File: config.mk
export PLATFORM = sky130hd
export DESIGN_NAME = vga_sprite_engine_flat
export DESIGN_NICKNAME = d
export VERILOG_FILES = /design/src/rtl/vga_pkg.sv /design/src/rtl/vga_sprite_engine_if.sv /design/src/rtl/vga_timing.sv /design/src/rtl/vga_sprite_engine.sv /design/src/flat_wrapper.sv
export SDC_FILE = /design/constraint.sdc
export NUM_CORES = 1
export LEC_CHECK = 0
export CELL_PAD_IN_SITES_DETAIL_PLACEMENT = 0
export CELL_PAD_IN_SITES_GLOBAL_PLACEMENT = 1
export CORE_UTILIZATION = 30
export CTS_CLUSTER_SIZE = 24
export DETAILED_ROUTE_END_ITERATION = 8
export GPL_TIMING_DRIVEN = 0
export PLACE_DENSITY_LB_ADDON = 0.1
export SYNTH_ARGS = -nofsm -noshare
export SYNTH_HDL_FRONTEND = slang
export SYNTH_HIERARCHICAL = 1
export SYNTH_SLANG_ARGS = --single-unit
File: constraint.sdc
create_clock -name dclk -period 4.6 [get_ports dclk]
set_input_delay 0.92 -clock dclk [delete_from_list [all_inputs] [get_ports dclk]]
set_output_delay 0.92 -clock dclk [all_outputs]
set_load 0.01 [all_outputs]
File: src/rtl/vga_pkg.sv
// Shared VGA timing defaults, RGB332 pixel type and colour constants.
package vga_pkg;

    typedef logic [7:0] rgb332_t;

    // 640x480 @ 60 Hz timing, 25 MHz pixel clock
    localparam int unsigned H_ACTIVE_DEF = 640;
    localparam int unsigned H_FP_DEF     = 16;
    localparam int unsigned H_SYNC_DEF   = 96;
    localparam int unsigned H_BP_DEF     = 48;
    localparam int unsigned V_ACTIVE_DEF = 480;
    localparam int unsigned V_FP_DEF     = 10;
    localparam int unsigned V_SYNC_DEF   = 2;
    localparam int unsigned V_BP_DEF     = 29;

    localparam int unsigned NUM_SPR_DEF  = 4;
    localparam int unsigned COORD_W_DEF  = 10;
    localparam int unsigned GROUND_H_DEF = 40;

    localparam rgb332_t GROUND_RGB_DEF = 8'b011_001_00;
    localparam rgb332_t BG_RGB_DEF     = 8'h00;
    localparam rgb332_t BLACK          = 8'h00;

endpackage

File: src/rtl/vga_sprite_engine_if.sv
// Sprite configuration inputs and video outputs of the sprite engine.
interface vga_sprite_engine_if #(
    parameter int unsigned NUM_SPR = 4,
    parameter int unsigned COORD_W = 10
) ();

    logic                         alive;
    logic [NUM_SPR*COORD_W-1:0]   spr_x;
    logic [NUM_SPR*COORD_W-1:0]   spr_y;
    logic [NUM_SPR*COORD_W-1:0]   spr_w;
    logic [NUM_SPR*COORD_W-1:0]   spr_h;
    logic [NUM_SPR*8-1:0]         spr_rgb;

    logic                         hsync;
    logic                         vsync;
    vga_pkg::rgb332_t             rgb;
    logic                         de;
    logic [COORD_W-1:0]           px;
    logic [COORD_W-1:0]           py;
    logic                         frame_start;

    // Host side: drives sprite configuration, observes video
    modport master (
        output alive, spr_x, spr_y, spr_w, spr_h, spr_rgb,
        input  hsync, vsync, rgb, de, px, py, frame_start
    );

    // Engine side
    modport slave (
        input  alive, spr_x, spr_y, spr_w, spr_h, spr_rgb,
        output hsync, vsync, rgb, de, px, py, frame_start
    );

endinterface

File: src/rtl/vga_timing.sv
// Raster counters plus registered sync/de/coordinate outputs; also exposes the
// current-cycle pixel position so the parent can register rgb on the same edge.
module vga_timing
    import vga_pkg::*;
#(
    parameter int unsigned H_ACTIVE = H_ACTIVE_DEF,
    parameter int unsigned H_FP     = H_FP_DEF,
    parameter int unsigned H_SYNC   = H_SYNC_DEF,
    parameter int unsigned H_BP     = H_BP_DEF,
    parameter int unsigned V_ACTIVE = V_ACTIVE_DEF,
    parameter int unsigned V_FP     = V_FP_DEF,
    parameter int unsigned V_SYNC   = V_SYNC_DEF,
    parameter int unsigned V_BP     = V_BP_DEF,
    parameter int unsigned COORD_W  = COORD_W_DEF
) (
    input  logic               dclk,
    input  logic               clr_n,
    output logic               hsync,
    output logic               vsync,
    output logic               de,
    output logic [COORD_W-1:0] px,
    output logic [COORD_W-1:0] py,
    output logic               frame_start,
    output logic               act_c,
    output logic               frame_end_c,
    output logic [COORD_W-1:0] x_c,
    output logic [COORD_W-1:0] y_c
);

    localparam int unsigned H_TOTAL = H_SYNC + H_BP + H_ACTIVE + H_FP;
    localparam int unsigned V_TOTAL = V_SYNC + V_BP + V_ACTIVE + V_FP;
    localparam int unsigned H_START = H_SYNC + H_BP;
    localparam int unsigned V_START = V_SYNC + V_BP;
    localparam int unsigned HC_W    = $clog2(H_TOTAL + 1);
    localparam int unsigned VC_W    = $clog2(V_TOTAL + 1);

    logic [HC_W-1:0] hc;
    logic [VC_W-1:0] vc;
    logic            h_end_c;
    logic            v_end_c;
    logic            h_act_c;
    logic            v_act_c;

    // Decode of the current raster position
    always_comb begin
        h_end_c     = (hc == HC_W'(H_TOTAL - 1));
        v_end_c     = (vc == VC_W'(V_TOTAL - 1));
        h_act_c     = (hc >= HC_W'(H_START)) && (hc < HC_W'(H_START + H_ACTIVE));
        v_act_c     = (vc >= VC_W'(V_START)) && (vc < VC_W'(V_START + V_ACTIVE));
        act_c       = h_act_c && v_act_c;
        frame_end_c = h_end_c && v_end_c;
        x_c         = COORD_W'(hc - HC_W'(H_START));
        y_c         = COORD_W'(vc - VC_W'(V_START));
    end

    // Horizontal/vertical counters, vc steps on hc wrap
    always_ff @(posedge dclk or negedge clr_n) begin
        if (!clr_n) begin
            hc <= '0;
            vc <= '0;
        end else if (h_end_c) begin
            hc <= '0;
            vc <= v_end_c ? '0 : vc + VC_W'(1);
        end else begin
            hc <= hc + HC_W'(1);
        end
    end

    // Timing outputs registered from the current position (latency 1)
    always_ff @(posedge dclk or negedge clr_n) begin
        if (!clr_n) begin
            hsync       <= 1'b1;
            vsync       <= 1'b1;
            de          <= 1'b0;
            px          <= '0;
            py          <= '0;
            frame_start <= 1'b0;
        end else begin
            hsync       <= !(hc < HC_W'(H_SYNC));
            vsync       <= !(vc < VC_W'(V_SYNC));
            de          <= act_c;
            px          <= act_c ? x_c : '0;
            py          <= act_c ? y_c : '0;
            frame_start <= (hc == '0) && (vc == '0);
        end
    end

endmodule

File: src/rtl/vga_sprite_engine.sv
// Rectangle sprite compositor over a VGA raster: per-frame shadowed sprite
// table, lowest-index-wins priority, ground band and background fill.
module vga_sprite_engine
    import vga_pkg::*;
#(
    parameter int unsigned H_ACTIVE   = H_ACTIVE_DEF,
    parameter int unsigned H_FP       = H_FP_DEF,
    parameter int unsigned H_SYNC     = H_SYNC_DEF,
    parameter int unsigned H_BP       = H_BP_DEF,
    parameter int unsigned V_ACTIVE   = V_ACTIVE_DEF,
    parameter int unsigned V_FP       = V_FP_DEF,
    parameter int unsigned V_SYNC     = V_SYNC_DEF,
    parameter int unsigned V_BP       = V_BP_DEF,
    parameter int unsigned NUM_SPR    = NUM_SPR_DEF,
    parameter int unsigned COORD_W    = COORD_W_DEF,
    parameter int unsigned GROUND_H   = GROUND_H_DEF,
    parameter rgb332_t     GROUND_RGB = GROUND_RGB_DEF,
    parameter rgb332_t     BG_RGB     = BG_RGB_DEF
) (
    input  logic                dclk,
    input  logic                clr_n,
    vga_sprite_engine_if.slave  bus
);

    logic               act_c;
    logic               frame_end_c;
    logic [COORD_W-1:0] x_c;
    logic [COORD_W-1:0] y_c;

    logic               sh_alive;
    logic [COORD_W-1:0] sh_x   [NUM_SPR];
    logic [COORD_W-1:0] sh_y   [NUM_SPR];
    logic [COORD_W-1:0] sh_w   [NUM_SPR];
    logic [COORD_W-1:0] sh_h   [NUM_SPR];
    rgb332_t            sh_rgb [NUM_SPR];

    logic [NUM_SPR-1:0] hit_c;
    rgb332_t            pix_c;

    vga_timing #(
        .H_ACTIVE (H_ACTIVE),
        .H_FP     (H_FP),
        .H_SYNC   (H_SYNC),
        .H_BP     (H_BP),
        .V_ACTIVE (V_ACTIVE),
        .V_FP     (V_FP),
        .V_SYNC   (V_SYNC),
        .V_BP     (V_BP),
        .COORD_W  (COORD_W)
    ) u_timing (
        .dclk        (dclk),
        .clr_n       (clr_n),
        .hsync       (bus.hsync),
        .vsync       (bus.vsync),
        .de          (bus.de),
        .px          (bus.px),
        .py          (bus.py),
        .frame_start (bus.frame_start),
        .act_c       (act_c),
        .frame_end_c (frame_end_c),
        .x_c         (x_c),
        .y_c         (y_c)
    );

    // Shadow the sprite table and alive only at the last pixel of a frame
    always_ff @(posedge dclk or negedge clr_n) begin
        if (!clr_n) begin
            sh_alive <= 1'b0;
            for (int i = 0; i < NUM_SPR; i++) begin
                sh_x[i]   <= '0;
                sh_y[i]   <= '0;
                sh_w[i]   <= '0;
                sh_h[i]   <= '0;
                sh_rgb[i] <= BLACK;
            end
        end else if (frame_end_c) begin
            sh_alive <= bus.alive;
            for (int i = 0; i < NUM_SPR; i++) begin
                sh_x[i]   <= bus.spr_x[i*COORD_W +: COORD_W];
                sh_y[i]   <= bus.spr_y[i*COORD_W +: COORD_W];
                sh_w[i]   <= bus.spr_w[i*COORD_W +: COORD_W];
                sh_h[i]   <= bus.spr_h[i*COORD_W +: COORD_W];
                sh_rgb[i] <= bus.spr_rgb[i*8 +: 8];
            end
        end
    end

    // Coverage test per channel; end coordinates carry one extra bit so a
    // sprite hanging past the screen edge clips instead of wrapping.
    // A zero width or height gives an empty range, disabling the channel.
    always_comb begin
        hit_c = '0;
        for (int i = 0; i < NUM_SPR; i++) begin
            hit_c[i] = (x_c >= sh_x[i])
                    && ({1'b0, x_c} < ({1'b0, sh_x[i]} + {1'b0, sh_w[i]}))
                    && (y_c >= sh_y[i])
                    && ({1'b0, y_c} < ({1'b0, sh_y[i]} + {1'b0, sh_h[i]}));
        end
    end

    // Pixel priority: blanking/dead > lowest-index sprite > ground > background
    always_comb begin
        pix_c = BG_RGB;
        if (y_c >= COORD_W'(V_ACTIVE - GROUND_H)) begin
            pix_c = GROUND_RGB;
        end
        for (int i = NUM_SPR - 1; i >= 0; i--) begin
            if (hit_c[i]) begin
                pix_c = sh_rgb[i];
            end
        end
        if (!sh_alive || !act_c) begin
            pix_c = BLACK;
        end
    end

    // Colour output, aligned with the timing outputs
    always_ff @(posedge dclk or negedge clr_n) begin
        if (!clr_n) begin
            bus.rgb <= BLACK;
        end else begin
            bus.rgb <= pix_c;
        end
    end

endmodule

File: src/flat_wrapper.sv
// flat-port wrapper written by rule: the top's interface ports become plain ports
module vga_sprite_engine_flat import vga_pkg::*;
#(
    parameter int unsigned H_ACTIVE   = H_ACTIVE_DEF,
    parameter int unsigned H_FP       = H_FP_DEF,
    parameter int unsigned H_SYNC     = H_SYNC_DEF,
    parameter int unsigned H_BP       = H_BP_DEF,
    parameter int unsigned V_ACTIVE   = V_ACTIVE_DEF,
    parameter int unsigned V_FP       = V_FP_DEF,
    parameter int unsigned V_SYNC     = V_SYNC_DEF,
    parameter int unsigned V_BP       = V_BP_DEF,
    parameter int unsigned NUM_SPR    = NUM_SPR_DEF,
    parameter int unsigned COORD_W    = COORD_W_DEF,
    parameter int unsigned GROUND_H   = GROUND_H_DEF,
    parameter rgb332_t     GROUND_RGB = GROUND_RGB_DEF,
    parameter rgb332_t     BG_RGB     = BG_RGB_DEF
)
  (dclk, clr_n, bus_alive, bus_spr_x, bus_spr_y, bus_spr_w, bus_spr_h, bus_spr_rgb, bus_hsync, bus_vsync, bus_rgb, bus_de, bus_px, bus_py, bus_frame_start);
  vga_sprite_engine_if #(.NUM_SPR(NUM_SPR), .COORD_W(COORD_W)) bus_i ();
  input  logic dclk;
  input  logic clr_n;
  input wire logic [$bits(bus_i.alive)-1:0] bus_alive;
  input wire logic [$bits(bus_i.spr_x)-1:0] bus_spr_x;
  input wire logic [$bits(bus_i.spr_y)-1:0] bus_spr_y;
  input wire logic [$bits(bus_i.spr_w)-1:0] bus_spr_w;
  input wire logic [$bits(bus_i.spr_h)-1:0] bus_spr_h;
  input wire logic [$bits(bus_i.spr_rgb)-1:0] bus_spr_rgb;
  output wire logic [$bits(bus_i.hsync)-1:0] bus_hsync;
  output wire logic [$bits(bus_i.vsync)-1:0] bus_vsync;
  output wire logic [$bits(bus_i.rgb)-1:0] bus_rgb;
  output wire logic [$bits(bus_i.de)-1:0] bus_de;
  output wire logic [$bits(bus_i.px)-1:0] bus_px;
  output wire logic [$bits(bus_i.py)-1:0] bus_py;
  output wire logic [$bits(bus_i.frame_start)-1:0] bus_frame_start;
  assign bus_i.alive = bus_alive;
  assign bus_i.spr_x = bus_spr_x;
  assign bus_i.spr_y = bus_spr_y;
  assign bus_i.spr_w = bus_spr_w;
  assign bus_i.spr_h = bus_spr_h;
  assign bus_i.spr_rgb = bus_spr_rgb;
  assign bus_hsync = bus_i.hsync;
  assign bus_vsync = bus_i.vsync;
  assign bus_rgb = bus_i.rgb;
  assign bus_de = bus_i.de;
  assign bus_px = bus_i.px;
  assign bus_py = bus_i.py;
  assign bus_frame_start = bus_i.frame_start;
  vga_sprite_engine #(.H_ACTIVE(H_ACTIVE), .H_FP(H_FP), .H_SYNC(H_SYNC), .H_BP(H_BP), .V_ACTIVE(V_ACTIVE), .V_FP(V_FP), .V_SYNC(V_SYNC), .V_BP(V_BP), .NUM_SPR(NUM_SPR), .COORD_W(COORD_W), .GROUND_H(GROUND_H), .GROUND_RGB(GROUND_RGB), .BG_RGB(BG_RGB)) u_core (.dclk(dclk), .clr_n(clr_n), .bus(bus_i));
endmodule
Yosys cells after proc, flatten, opt, wreduce, memory -nomap -nowiden
Index checks and enable logic that the tools add are counted.
{"block": "totals", "ff_bits": 245, "inputBits": 195, "output_inout_bits": 32, "word_cells": 101}
{"block": "classes", "n_addsub": 12, "order_cmp": 23, "eq_ne": 2, "mux": 10, "n_reduce_logical": 24}
{"operator": "10-bit by 10-bit adder with 11-bit output", "n": 8}
{"operator": "10-bit by 11-bit less-than comparator with 1-bit output", "n": 8}
{"operator": "10-bit >= comparator", "n": 8}
{"operator": "10-bit 2-to-1 mux", "n": 4}
{"operator": "8-bit 2-to-1 mux", "n": 5}
{"operator": "10-bit by 1-bit adder with 10-bit output, second input constant", "n": 2}
{"operator": "10-bit == test, second input constant", "n": 2}
{"operator": "10-bit zero test", "n": 2}
{"operator": "1-bit logical AND", "n": 17}
{"operator": "10-bit by 5-bit >= comparator with 1-bit output, second input constant", "n": 1}
{"operator": "10-bit by 8-bit >= comparator with 1-bit output, second input constant", "n": 1}
{"operator": "10-bit by 9-bit >= comparator with 1-bit output, second input constant", "n": 1}
{"operator": "10-bit less-than comparator, second input constant", "n": 1}
{"operator": "10-bit by 2-bit less-than comparator with 1-bit output, second input constant", "n": 1}
{"operator": "10-bit by 7-bit less-than comparator with 1-bit output, second input constant", "n": 1}
{"operator": "10-bit by 9-bit less-than comparator with 1-bit output, second input constant", "n": 1}
{"operator": "10-bit by 5-bit subtractor with 10-bit output, second input constant", "n": 1}
{"operator": "10-bit by 8-bit subtractor with 10-bit output, second input constant", "n": 1}
{"operator": "7-bit 2-to-1 mux", "n": 1}
{"operator": "1-bit zero test", "n": 4}
{"operator": "1-bit logical OR", "n": 1}

Logic depth before layout (Yosys ltp)
{"block": "logic_depth", "word_depth": 10, "ltp_mapped": 19, "depth_no_buf": 18}

Modules after synthesis
Netlist, hierarchy kept.
{"mod": "vga_sprite_engine", "n_inst": 1, "cells_each": 1373, "area_per_inst_um2": 13867.0, "seq_area_each_um2": 5029.8}
{"mod": "vga_timing", "n_inst": 1, "cells_each": 218, "area_per_inst_um2": 2232.1, "seq_area_each_um2": 1103.6}

Least setup slack after synthesis
Ideal clock, no wire load.
{"block": "synth_path", "path_kind": "register to register", "start": "reg u_core/sh_y[21] (netlist bit)", "end": "reg u_core.bus.rgb[3]", "setup_ns": 0.122, "arrival_ns": 3.622, "required_ns": 4.478, "slack_ns": 0.857, "path_stages_with_launch": 20, "n_path_buf": 1, "period_less_slack_ns": 3.743, "path_cell_list": "dfrtp_1 > ha_1 > a21o_1 > a21oi_1 > o21bai_1 > a21oi_1 > o21ai_0 > a21o_1 > a21oi_1 > xor2_1 > ha_1 > a2111oi_0 > o21ai_0 > a21oi_1 > a2111oi_0 > a211oi_2 > nand2_1 > buf_2 > or2_0 > a32o_1"}
{"block": "synth_between", "elab_chain_len": 6, "word_cells_on_any_way": 8, "classes_between": "add/sub (1); order compare (2); mux (3); reduce/logical (2)"}
{"item": "start: declaration", "line": "vga_sprite_engine.sv:32", "text": "logic [COORD_W-1:0] sh_y [NUM_SPR];"}
{"item": "start signal: indexed assignment", "line": "vga_sprite_engine.sv:80", "text": "sh_y[i] <= bus.spr_y[i*COORD_W +: COORD_W];"}
{"item": "10-bit by 10-bit adder with 11-bit output or 10-bit >= comparator (tied branches)", "line": "vga_sprite_engine.sv:97, vga_sprite_engine.sv:96"}
{"item": "10-bit by 11-bit less-than comparator with 1-bit output or 1-bit logical AND (tied branches)", "line": "vga_sprite_engine.sv:97, vga_sprite_engine.sv:96"}
{"item": "1-bit logical AND (*)", "line": "vga_sprite_engine.sv:97", "text": "&& ({1'b0, y_c} < ({1'b0, sh_y[i]} + {1'b0, sh_h[i]}));"}
{"item": "8-bit 2-to-1 mux (*) (2 in a row)", "line": "vga_sprite_engine.sv:108", "text": "if (hit_c[i]) begin"}
{"item": "8-bit 2-to-1 mux (*)", "line": "vga_sprite_engine.sv:112", "text": "if (!sh_alive || !act_c) begin"}
{"item": "named net u_core.pix_c[3]", "line": "vga_sprite_engine.sv:38", "text": "rgb332_t pix_c;"}
{"item": "end signal: assignment", "line": "vga_sprite_engine.sv:122", "text": "bus.rgb <= pix_c;"}
{"item": "end: declaration", "line": "vga_sprite_engine_if.sv:31", "text": "output hsync, vsync, rgb, de, px, py, frame_start"}
Mark *: on every way through the listed nets, which the timed path passes. The rest lies on a longest branch.
A chain may end at the register's enable or synchronous reset.

Worst setup path after layout
{"block": "layout_path", "start": "reg u_core.u_timing.hc[6]", "end": "reg u_core.bus.rgb[1]"}
{"block": "layout_between", "elab_chain_len": 10, "word_cells_on_any_way": 32, "classes_between": "add/sub (1); order compare (10); mux (5); reduce/logical (16)"}
{"item": "start: declaration", "line": "vga_timing.sv:37", "text": "logic [HC_W-1:0] hc;"}
{"item": "start signal: assignment", "line": "vga_timing.sv:65", "text": "hc <= hc + HC_W'(1);"}
{"item": "10-bit by 8-bit subtractor with 10-bit output (*)", "line": "vga_timing.sv:52", "text": "x_c = COORD_W'(hc - HC_W'(H_START));"}
{"item": "named net u_core.x_c[9]", "line": "vga_sprite_engine.sv:27", "text": "logic [COORD_W-1:0] x_c;"}
{"item": "10-bit by 11-bit less-than comparator with 1-bit output or 10-bit >= comparator (tied branches)", "line": "vga_sprite_engine.sv:95, vga_sprite_engine.sv:94"}
{"item": "1-bit logical AND", "line": "vga_sprite_engine.sv:95", "text": "&& ({1'b0, x_c} < ({1'b0, sh_x[i]} + {1'b0, sh_w[i]}))"}
{"item": "1-bit logical AND", "line": "vga_sprite_engine.sv:96", "text": "&& (y_c >= sh_y[i])"}
{"item": "1-bit logical AND", "line": "vga_sprite_engine.sv:97"}
{"item": "8-bit 2-to-1 mux (3 in a row)", "line": "vga_sprite_engine.sv:108"}
{"item": "8-bit 2-to-1 mux (*)", "line": "vga_sprite_engine.sv:108"}
{"item": "8-bit 2-to-1 mux (*)", "line": "vga_sprite_engine.sv:112"}
{"item": "named net u_core.pix_c[1]", "line": "vga_sprite_engine.sv:38"}
Marked as above.

==> run metrics <==
outcome finished with violations; violated checks design-rule violations; Slew headroom 0.149; period utilisation layout 0.922; clock tree buffer depth 3; core area 52800 um^2; largest net degree at the start of global routing 96; Compound-Gate Fraction of Synth Area 0.154; Final Net Count 2306; sequential cell area 6130 um^2; Seq/Total Area, Yosys 0.381; ranking of synthesized cells by area dfrtp_1 (38%), ha_1 (19%), mux2_2 (7.5%); hold_buf cts 0; max_cap viols 0; vias in the first global route 13351; Crit Path Max Fanout 10; ys async rst share 1.00; first-pass GRT wire length 77900 um; post-synthesis cell area 16100 um^2; RSZ-0062 raised after global routing no; total track usage 0.190; Max Fclk 0.236 GHz; Post-Syn Nets 2034; drt wl/cell 19.5 um; synth unique cells 75; Layout area overhead 29.1%; mux contribution to synthesized area 0.0755; Final Skew 0.0103 ns; drt total wl 50300 um; die area 54600 um^2; Final setup violation count 0; Power Density 255 nW/um^2; DRT Pass-1 Iters 9; yosys warns 6; post-route DRC violation count 5; most frequent cells in the layout dfrtp_1 (243), ha_1 (240), clkdlybuf4s50_1 (225); Multi-input gate area 9400 um^2; clock sink count 245; via count 12539; number of antenna violations at the first check in global routing 5; # rows 84; Adder-Cell Fraction of Synth Area 0.196; critical path endpoint category register; Yosys reg bits 245; XOR/XNOR Fraction of Synth Area 0.0435; Hold WC Path Type in2async; Post-Syn Instances 1591; CP startpoint kind register; synthesized area per cell 10.1 um^2; commonest non-fill, non-tap cell in the layout dfrtp_1; RePlAce Congestion 0.783; Filler cells 5279; Yosys top cell area share 0.378; final cell count without fillers 2576; fraction of the mapped netlist area in simple logic gates 0.105; die width 234 um; Hold Violations, Final 0; Tmin final 4.24 ns; DRT antenna net count 0; largest area contributor in the netlist dfrtp_1; Final Max Slew Viols 0; transition time of the tightest slew-check pin 1.28 ns; Num CTS Buffers 34; 1st-iter DRT viols 557; TritonCTS clock tree built; overall power consumption 5.31 mW; Root Buffer clkbuf_16; Pleak 10.1 nW; GRT overflow 0; share of cells above drive strength 1 0.131; vias per inst 4.87; WP data required 5.03 ns; top_reg_cell synth dfrtp_1; Diodes inserted 0; CTS H-tree depth 2; starting density of the core 0.305; Max rail drop VDD 193 uV; Post-synth EDFFs 0; Worst Hold Margin 0.324 ns; post-DP HPWL 38300 um; clock slew at reported path FFs 0.06 ns; Port Buffers 226; Post-Place Cells 2513; I/O pin cnt 227; Worst EP arrival 4.67 ns; main combinational cell family by area after synthesis adder cells; WS Path Type reg2reg; Skew-Pair Late Insertion Delay 0.54 ns; Vert. Die Dim 234 um
-- power breakdown --
group	leakage, nW	switching (mW)	internal, mW
logic	6.50	0.0778	0.149
registers	2.95	0	2.16
clock network	0.611	1.07	1.86
-- cell type report --
cell class | count | area share
Sequential cell | 245 | 0.295
Inverter | 126 | 0.0229
Timing Repair Buffer | 236 | 0.117
Clock inverter | 12 | 0.00927
Multi-Input combinational cell | 1166 | 0.452
Buffer | 54 | 0.0120
Clock buffer | 49 | 0.0501
Tap cell | 688 | 0.0414
-- kinds of logic after synthesis --
group / Yosys count
simple gates: 336
compound gates: 394
mux: 108
flops: 245
fa+ha+maj: 248
xor+xnor: 80
buf+inv: 180
-- critical path: stages, from the launching register on --
cell and delay [ns]:
dfrtp_1 0.35, clkbuf_1 0.26, or3_1 0.42, a21oi_1 0.24, xor2_2 0.43, buf_6 0.21
ha_1 0.25, and3_1 0.18, a221o_1 0.31, a31oi_2 0.38, a211oi_4 0.07, buf_12 0.16
nand2_2 0.13, buf_2 0.25, o221ai_1 0.18, a32o_1 0.29
-- synthesized netlist by cell type (26+ instances only) --
library cell / n
dfrtp_1: 243
ha_1: 240
nand2_1: 145
o21ai_0: 144
inv_1: 126
mux2_2: 107
a21oi_1: 89
a21o_1: 43
xor2_1: 42
xnor2_1: 38
clkbuf_1: 37
nor2_1: 37
nand3_1: 26
-- state kept, by name (all words and copies together) (netlist names) --
name                         flops
u_core/sh_rgb                   32
u_core/sh_w                     40
u_core/u_timing/de               1
u_core/bus.rgb                   8
u_core/sh_alive                  1
u_core/sh_h                     40
u_core/sh_x                     40
u_core/u_timing/hc              10
u_core/sh_y                     40
u_core/u_timing/vc              10
u_core/u_timing/px              10
u_core/u_timing/py              10
u_core/u_timing/hsync            1
u_core/u_timing/frame_start      1
u_core/u_timing/vsync            1
-- timing repair --
action | 4_1_cts | 5_1_grt
pin swaps | 1 | 1
buffers inserted | 2 | 0
resized for setup | 13 | 17
setup endpoints to repair | 38 | 8
-- routing by layer --
metal | global-route usage | part of all wire
met3 | 0.0315 | 0.037
met1 | 0.259 | 0.48
met2 | 0.306 | 0.46
met4 | 0.0530 | 0.022
met5 | 0 | 0.0013
-- per-stage QoR --
step                      TNS [ns]  setup slack (ns)  utilization  area [um^2]
after global routing             0            0.0433        0.394        20800
after detailed placement     -8.04            -0.739        0.368        19400
after global placement    -2223.41             -9.10        0.364        19200
after floorplan                  0             0.857            -        16100
after CTS                        0            0.0118        0.393        20700
final                            0             0.357        0.394        20800
-- path summary, 6_finish.rpt --
path | from | end | slack, ns | cells past startpoint
min in group dclk | u_core/sh_rgb[24] | u_core/bus.rgb[0] | 0.50 | 1
max reg2reg | u_core/u_timing/hc[6] | u_core/bus.rgb[1] | 0.36 | 15
min | clr_n | u_core/sh_h[30] | 0.32 | 1
max in group asynchronous | clr_n | u_core/sh_w[27] | 3.36 | 2
max | u_core/u_timing/hc[6] | u_core/bus.rgb[1] | 0.36 | 15
min reg2reg | u_core/sh_rgb[24] | u_core/bus.rgb[0] | 0.50 | 1
No activity file was read; power rests on OpenSTA's default activity.
